===== src/rtl/matmul_seq_pkg.sv =====
// Shared types and sizes for the matmul host-side sequencer.
package matmul_seq_pkg;

    typedef enum logic [1:0] {
        LOAD = 2'd0,
        WAIT = 2'd1,
        READ = 2'd2,
        SEND = 2'd3
    } seq_state_t;

    localparam int N_OPERANDS = 8;
    localparam int N_RESULTS  = 4;
    localparam int DATA_W     = 8;

endpackage


===== src/rtl/matmul_host_seq.sv =====
// Host sequencer: streams 8 operand bytes into the 2x2 matmul controller, then reads
// back and streams the 4 result bytes. MATMUL_SEQ_TIMEOUT_EN adds a WAIT-state timeout.
//
// state | meaning
// ------+------------------------------------------------------------
// LOAD  | accepting operand bytes, one load_en pulse per transfer
// WAIT  | all operands loaded, waiting for controller done
// READ  | output_en pulse for result rcnt, capture out_data
// SEND  | presenting captured result byte until consumer accepts
module matmul_host_seq
    import matmul_seq_pkg::*;
#(
    parameter int TIMEOUT_CYC = 64
) (
    input  logic              clk,
    input  logic              rst_n,
    input  logic              s_valid,
    input  logic [DATA_W-1:0] s_data,
    output logic              s_ready,
    output logic              m_valid,
    output logic [DATA_W-1:0] m_data,
    output logic              m_last,
    input  logic              m_ready,
    output logic              load_en,
    output logic              load_sel_ab,
    output logic [1:0]        load_index,
    output logic [DATA_W-1:0] in_data,
    output logic              output_en,
    output logic [1:0]        output_sel,
    input  logic [DATA_W-1:0] out_data,
    input  logic              done,
    output logic              busy,
    output logic              err
);

    localparam logic [2:0] LAST_OP  = 3'(N_OPERANDS - 1);
    localparam logic [1:0] LAST_RES = 2'(N_RESULTS - 1);

    seq_state_t        r_state, w_state;
    logic [2:0]        r_cnt, w_cnt;
    logic [1:0]        r_rcnt, w_rcnt;
    logic              r_s_ready, w_s_ready;
    logic              r_m_valid, w_m_valid;
    logic [DATA_W-1:0] r_m_data, w_m_data;
    logic              r_m_last, w_m_last;
    logic              r_load_en, w_load_en;
    logic              r_load_sel_ab, w_load_sel_ab;
    logic [1:0]        r_load_index, w_load_index;
    logic [DATA_W-1:0] r_in_data, w_in_data;
    logic              r_output_en, w_output_en;
    logic [1:0]        r_output_sel, w_output_sel;
    logic              r_busy, w_busy;
    logic              w_s_xfer, w_m_xfer;

`ifdef MATMUL_SEQ_TIMEOUT_EN
    localparam int WT_W = (TIMEOUT_CYC > 2) ? $clog2(TIMEOUT_CYC) : 1;
    logic [WT_W-1:0] r_wcnt, w_wcnt;
    logic            r_err, w_err;
`endif

    assign w_s_xfer = s_valid & r_s_ready;
    assign w_m_xfer = r_m_valid & m_ready;

    always_comb begin
        w_state       = r_state;
        w_cnt         = r_cnt;
        w_rcnt        = r_rcnt;
        w_s_ready     = r_s_ready;
        w_m_valid     = r_m_valid;
        w_m_data      = r_m_data;
        w_m_last      = r_m_last;
        w_load_en     = 1'b0;
        w_load_sel_ab = r_load_sel_ab;
        w_load_index  = r_load_index;
        w_in_data     = r_in_data;
        w_output_en   = 1'b0;
        w_output_sel  = r_output_sel;
`ifdef MATMUL_SEQ_TIMEOUT_EN
        w_wcnt        = r_wcnt;
        w_err         = r_err;
`endif
        unique case (r_state)
            LOAD: begin
                if (w_s_xfer) begin
                    w_load_en     = 1'b1;
                    w_load_sel_ab = r_cnt[2];
                    w_load_index  = r_cnt[1:0];
                    w_in_data     = s_data;
                    if (r_cnt == LAST_OP) begin
                        // cnt parks at its terminal value until the next LOAD entry
                        w_state   = WAIT;
                        w_s_ready = 1'b0;
`ifdef MATMUL_SEQ_TIMEOUT_EN
                        w_wcnt    = WT_W'(TIMEOUT_CYC - 1);
`endif
                    end else begin
                        w_cnt = r_cnt + 3'd1;
                    end
                end
            end
            WAIT: begin
                if (done) begin
                    w_state      = READ;
                    w_rcnt       = 2'd0;
                    w_output_en  = 1'b1;
                    w_output_sel = 2'd0;
                end
`ifdef MATMUL_SEQ_TIMEOUT_EN
                else if (r_wcnt == '0) begin
                    w_err     = 1'b1;
                    w_state   = LOAD;
                    w_cnt     = 3'd0;
                    w_s_ready = 1'b1;
                end else begin
                    w_wcnt = r_wcnt - 1'b1;
                end
`endif
            end
            READ: begin
                w_m_data  = out_data;
                w_m_last  = (r_rcnt == LAST_RES);
                w_m_valid = 1'b1;
                w_state   = SEND;
            end
            SEND: begin
                if (w_m_xfer) begin
                    w_m_valid = 1'b0;
                    w_m_last  = 1'b0;
                    if (r_rcnt == LAST_RES) begin
                        w_state   = LOAD;
                        w_cnt     = 3'd0;
                        w_s_ready = 1'b1;
                    end else begin
                        // later reads are not gated by done
                        w_rcnt       = r_rcnt + 2'd1;
                        w_state      = READ;
                        w_output_en  = 1'b1;
                        w_output_sel = r_rcnt + 2'd1;
                    end
                end
            end
            default: w_state = LOAD;
        endcase
        w_busy = (w_state != LOAD);
    end

    always_ff @(posedge clk or negedge rst_n) begin
        if (!rst_n) begin
            r_state       <= LOAD;
            r_cnt         <= 3'd0;
            r_rcnt        <= 2'd0;
            r_s_ready     <= 1'b1;
            r_m_valid     <= 1'b0;
            r_m_data      <= '0;
            r_m_last      <= 1'b0;
            r_load_en     <= 1'b0;
            r_load_sel_ab <= 1'b0;
            r_load_index  <= 2'd0;
            r_in_data     <= '0;
            r_output_en   <= 1'b0;
            r_output_sel  <= 2'd0;
            r_busy        <= 1'b0;
        end else begin
            r_state       <= w_state;
            r_cnt         <= w_cnt;
            r_rcnt        <= w_rcnt;
            r_s_ready     <= w_s_ready;
            r_m_valid     <= w_m_valid;
            r_m_data      <= w_m_data;
            r_m_last      <= w_m_last;
            r_load_en     <= w_load_en;
            r_load_sel_ab <= w_load_sel_ab;
            r_load_index  <= w_load_index;
            r_in_data     <= w_in_data;
            r_output_en   <= w_output_en;
            r_output_sel  <= w_output_sel;
            r_busy        <= w_busy;
        end
    end

`ifdef MATMUL_SEQ_TIMEOUT_EN
    always_ff @(posedge clk or negedge rst_n) begin
        if (!rst_n) begin
            r_wcnt <= '0;
            r_err  <= 1'b0;
        end else begin
            r_wcnt <= w_wcnt;
            r_err  <= w_err;
        end
    end

    assign err = r_err;
`else
    assign err = 1'b0;
`endif

    assign s_ready     = r_s_ready;
    assign m_valid     = r_m_valid;
    assign m_data      = r_m_data;
    assign m_last      = r_m_last;
    assign load_en     = r_load_en;
    assign load_sel_ab = r_load_sel_ab;
    assign load_index  = r_load_index;
    assign in_data     = r_in_data;
    assign output_en   = r_output_en;
    assign output_sel  = r_output_sel;
    assign busy        = r_busy;

endmodule


===== config.mk =====
export PLATFORM = sky130hd
export DESIGN_NAME = matmul_host_seq
export DESIGN_NICKNAME = d
export VERILOG_FILES = /design/src/rtl/matmul_seq_pkg.sv /design/src/rtl/matmul_host_seq.sv
export SDC_FILE = /design/constraint.sdc
export NUM_CORES = 1
export LEC_CHECK = 0
export BUFFER_PORTS_ARGS = -buffer_cell sky130_fd_sc_hd__buf_2
export CAP_MARGIN = 20
export CORE_MARGIN = 2
export CORE_UTILIZATION = 45
export CTS_BUF_LIST = sky130_fd_sc_hd__clkbuf_4
export CTS_CLUSTER_DIAMETER = 100
export DETAILED_ROUTE_END_ITERATION = 12
export PLACE_DENSITY = 0.73
export RECOVER_POWER = 100
export SLEW_MARGIN = 20
export SYNTH_ARGS = -nofsm -noshare
export SYNTH_HDL_FRONTEND = slang
export SYNTH_SLANG_ARGS = --single-unit

===== constraint.sdc =====
create_clock -name clk -period 2 [get_ports clk]
set_input_delay 0.1 -clock clk [delete_from_list [all_inputs] [get_ports clk]]
set_output_delay 0.1 -clock clk [all_outputs]
set_load 0.005 [all_outputs]

* Yosys cells after proc, flatten, opt, wreduce, memory -nomap -nowiden
Index checks and enable logic that the tools add are counted.
Operators by class: add/subtract/negate cells 2, equality and inequality tests 12, mux-type cells 29, bitwise logic cells 2, reductions and logical operators 10
Operators with widths (count):
- $mux W2 | 8
- $ne A2 B2 Y1 const B | 7
- $mux W3 | 4
- $mux W1 | 10
- $reduce_and A5 Y1 | 2
- $pmux W1 S2 | 4
- $pmux W2 S4 | 1
- $reduce_bool A2 Y1 | 4
- $eq A2 B2 Y1 const B | 3
- $pmux W3 S2 | 1
- $pmux W2 S2 | 1
- $reduce_and A2 Y1 | 2
- $reduce_and A4 Y1 | 1
- $add A3 B1 Y3 const B | 1
- $eq A3 B3 Y1 const B | 1
- $add A2 B1 Y2 const B | 1
- $and A1 B1 Y1 | 2
- $eq A2 B1 Y1 const B | 1
- $logic_not A2 Y1 | 1
Word-level totals: flip-flop bits (word level) 32, input port bits 21, output and inout port bits 28, word-level logic and storage cells 68

* Longest topological paths before layout
depth after elaboration 5, gate-level depth with buffers 6, gate-level depth less buffers 5

* Worst setup path before layout
Ideal clock, no wire load.
path type register to register, start point register r_state[0], end point register r_in_data[0] (netlist: in_data[0]), library setup time 0.125 ns, arrival 1.298 ns, data required time 1.875 ns, slack 0.577 ns, cell stages (with the launch flop) 6, buffers on the path 3, clock period less this slack 1.423 ns, cell sequence dfrtp_1 buf_4 and4bb_1 buf_4 buf_6 mux2_2
On the way: word-level cells in the longest chain between the ends 2
Ends and longest elaborated chain:
- start, declared | RTL line matmul_host_seq.sv:39 | seq_state_t r_state, w_state;
- start signal, assigned | RTL line matmul_host_seq.sv:164 | r_state <= w_state;
- $logic_not A2 Y1 | RTL line matmul_host_seq.sv:82 | unique case (r_state)
- $reduce_and A2 Y1 (no source line)
- end signal, assigned | RTL line matmul_host_seq.sv:174 | r_in_data <= w_in_data;
- end, declared | RTL line matmul_host_seq.sv:49 | logic [DATA_W-1:0] r_in_data, w_in_data;
Every way passes these cells. A chain may end at the register's enable or synchronous reset.

* Worst setup path after layout
start point register r_state[1], end point register r_m_data[6] (netlist: m_data[6])
On the way: word-level cells in the longest chain between the ends 1
Ends and longest elaborated chain:
- $eq A2 B2 Y1 | RTL line matmul_host_seq.sv:82
- end signal, assigned | RTL line matmul_host_seq.sv:169 | r_m_data <= w_m_data;
- end, declared | RTL line matmul_host_seq.sv:44 | logic [DATA_W-1:0] r_m_data, w_m_data;
Every way passes these cells.

==> flow_summary.yaml <==
run_status:
  outcome: "finished clean"
global_route:
  grt.total_usage_pct: 15.9
  antenna_found_initial: 0
  grt_pass1_vias: 955
  grt_first_pass_wirelength_um: 4040
  grt-ovfl-total: 0
  grt_max_degree: 33
pwr:
  leakage_uw: 0.000917
  vdd_drop_max_mv: 0.552
  p_per_area_mw_per_mm2: 630
synthesis:
  ys.warnings.count: 0
  synth.top_cell.area_share_pct: 58.8
  syn-num-nets: 121
  synth_top_family_by_area: "multiplexers"
  yosysSeqAreaShare_pct: 60.8
  synth-adder-area-share_pct: 2.85
  avgSynthCellArea_sq_um: 13.6
  ys_ff_latch: 32
  synth_compound_area_share_pct: 7.50
  muxShareOfSynthArea_pct: 17.1
  syn_area_sq_mm: 0.00132
  post-synth-top-area-cell: "dfrtp_1"
  synthTopCellsByArea: "dfrtp_1, mux2_2, ha_1"
  yosysUniqueCellTypes: 26
  netlist_instances: 97
  synth_xor_xnor_area_share_pct: 0
  synthSimpleGateAreaFrac_pct: 7.02
finish:
  mostFrequentLayoutCells: "buf_2, dfrtp_1, mux2_2"
  nNetsFinal: 175
  syn_to_final_growth_pct: 24.8
  fillers: 235
  layout-drive-gt1-share_pct: 44.1
  antenna_cells: 0
  final_common_cell: "buf_2"
cts:
  cts_buffers: 5
  cts_tree: "done"
  htreeDepth: 2
  cts.sinks: 32
  clkTransAtPathRegs_ns: 0.09
  worstSkewPairLatency_ns: 0.31
  cts.repair.resized: 0
  cts_root_buf: "clkbuf_4"
  clock_path_buffers: 2
setup_path:
  required_ns: 2.20
  start_kind: "flop"
  max_stage_delay_ns: 0.49
  crit_chain: "nor2b_1, clkbuf_1, mux2_2"
  path_buf_inv: 1
  crit_fanout: 11
  crit_family: "flip-flops"
  path_class: "flop to flop"
  endpoint_kind: "flop"
  worstPathArrival_ns: 1.76
  slowest_stage: "dfrtp_1"
floorplanning:
  die_w_um: 58.1
  die_area_sq_mm: 0.00338
  ios: 49
  rows: 19
  start_util_pct: 47.4
  coreArea_sq_mm: 0.00278
  die_y_um: 58.1
timing:
  fin_worst_skew_ns: 0.00900
  tightest_slew_ns: 0.744
  fmax_mhz: 640
  finalHoldViolations: 0
  rsz0062_at_grt: "no"
  slew_headroom_pct: 50.4
  setup_violations: 0
  tns_ns: 0
  min_period_ns: 1.56
  min_period_over_period_pct: 78.2
  maxSlewViolCount: 0
  whs_ns: 0.0192
placement:
  post-dp-hpwl_um: 1740
  port_buffers: 47
  gp_congestion: 0.831
route:
  num_vias: 927
  wl_per_cell_um: 12.9
  drt-total-wl_um: 2360
  drt-initial-drc-count: 14
  drtAntennaViolNets: 0
  drcViolationCount: 0
  viasPerCell: 5.07
  drt_pre_antenna_iters: 4
min_path:
  hold_class: "primary input to flop"
job:
  cap_violations: 0
synthesized netlist by cell type:
master and n:
dfrtp_1 31, mux2_2 20, nand2_1 6, o21ai_0 5, inv_1 4, buf_4 3, ha_1 3, nand3_1 3
a21o_1 2, a32o_1 2, buf_2 2, nor2_1 2, a21bo_2 1, a21oi_1 1, a22o_1 1, a22oi_1 1
and2_1 1, and4_1 1, and4bb_1 1, buf_6 1, conb_1 1, dfstp_2 1, nand3b_1 1, nand4_1 1
nor2b_1 1, o211ai_1 1
area by class of cell:
type	instances	area, sq um	share of cell area (%)
flip-flops and latches	32	802	48.7
multi-input cells	55	458	27.8
repair buffers	53	275	16.7
clock buffers	7	52.6	3.19
well taps	31	38.8	2.36
inverters	4	15.0	0.913
clock inverters	1	3.75	0.228
where the power goes:
part,switching (uW),leakage (uW),internal [uW]
Sequential,0,0.000439,646
Combinational,19.2,0.000444,18.9
Clock,190,0.0000338,162
Total,209,0.000917,827
per-layer routing:
layer / global-route usage, % / up-vias / wire length (um)
met3: 4.69 / 8 / 153
met5: 0 / - / 0
met2: 25.5 / 37 / 1200
met4: 8.97 / 0 / 67
met1: 19.0 / 436 / 942
li1: - / 446 / -
through the flow:
step	std cells	util [%]	area, sq um	setup WS [ns]	total power (uW)
after floorplan	97	-	1320	0.577	662
after global placement	171	56.2	1560	0.548	691
after detailed placement	171	56.2	1560	0.507	693
after CTS	180	58.6	1630	0.502	1050
after global routing	183	59.2	1650	0.311	1090
final	183	59.2	1650	0.437	1040
path summary, 6_finish.rpt:
kind | start | end | slack, ns | cells past startpoint
max | r_state[1]$_DFF_PN0_ | m_data[6]$_DFFE_PN0P_ | 0.44 | 3
min | out_data[5] | m_data[5]$_DFFE_PN0P_ | 0.02 | 2
max reg2reg | r_state[1]$_DFF_PN0_ | m_data[6]$_DFFE_PN0P_ | 0.44 | 3
min reg2reg | m_data[4]$_DFFE_PN0P_ | m_data[4]$_DFFE_PN0P_ | 0.51 | 1
max in group asynchronous | rst_n | load_index[0]$_DFFE_PN0P_ | 1.15 | 2
min in group asynchronous | rst_n | m_data[3]$_DFFE_PN0P_ | 0.37 | 2
sequential cells by signal, summed over array words and instances (netlist names):
register and cells:
output_en 1, busy 1, m_last 1, in_data 8
load_index 2, output_sel 2, r_state 2, load_sel_ab 1
m_data 8, r_cnt 3, load_en 1, m_valid 1
s_ready 1
cells by family after synthesis:
logic type	Yosys count
other cells	1
fa+ha+maj	3
simple gates	17
buf+inv	10
mux	20
flops	32
compound gates	14
timing repair:
item / 4_1_cts / 5_1_grt
buffers inserted: 0 / 0
hold buffers: 1 / 3
hold endpoints to repair: 31 / 3
(Power assumes the default switching activity.)
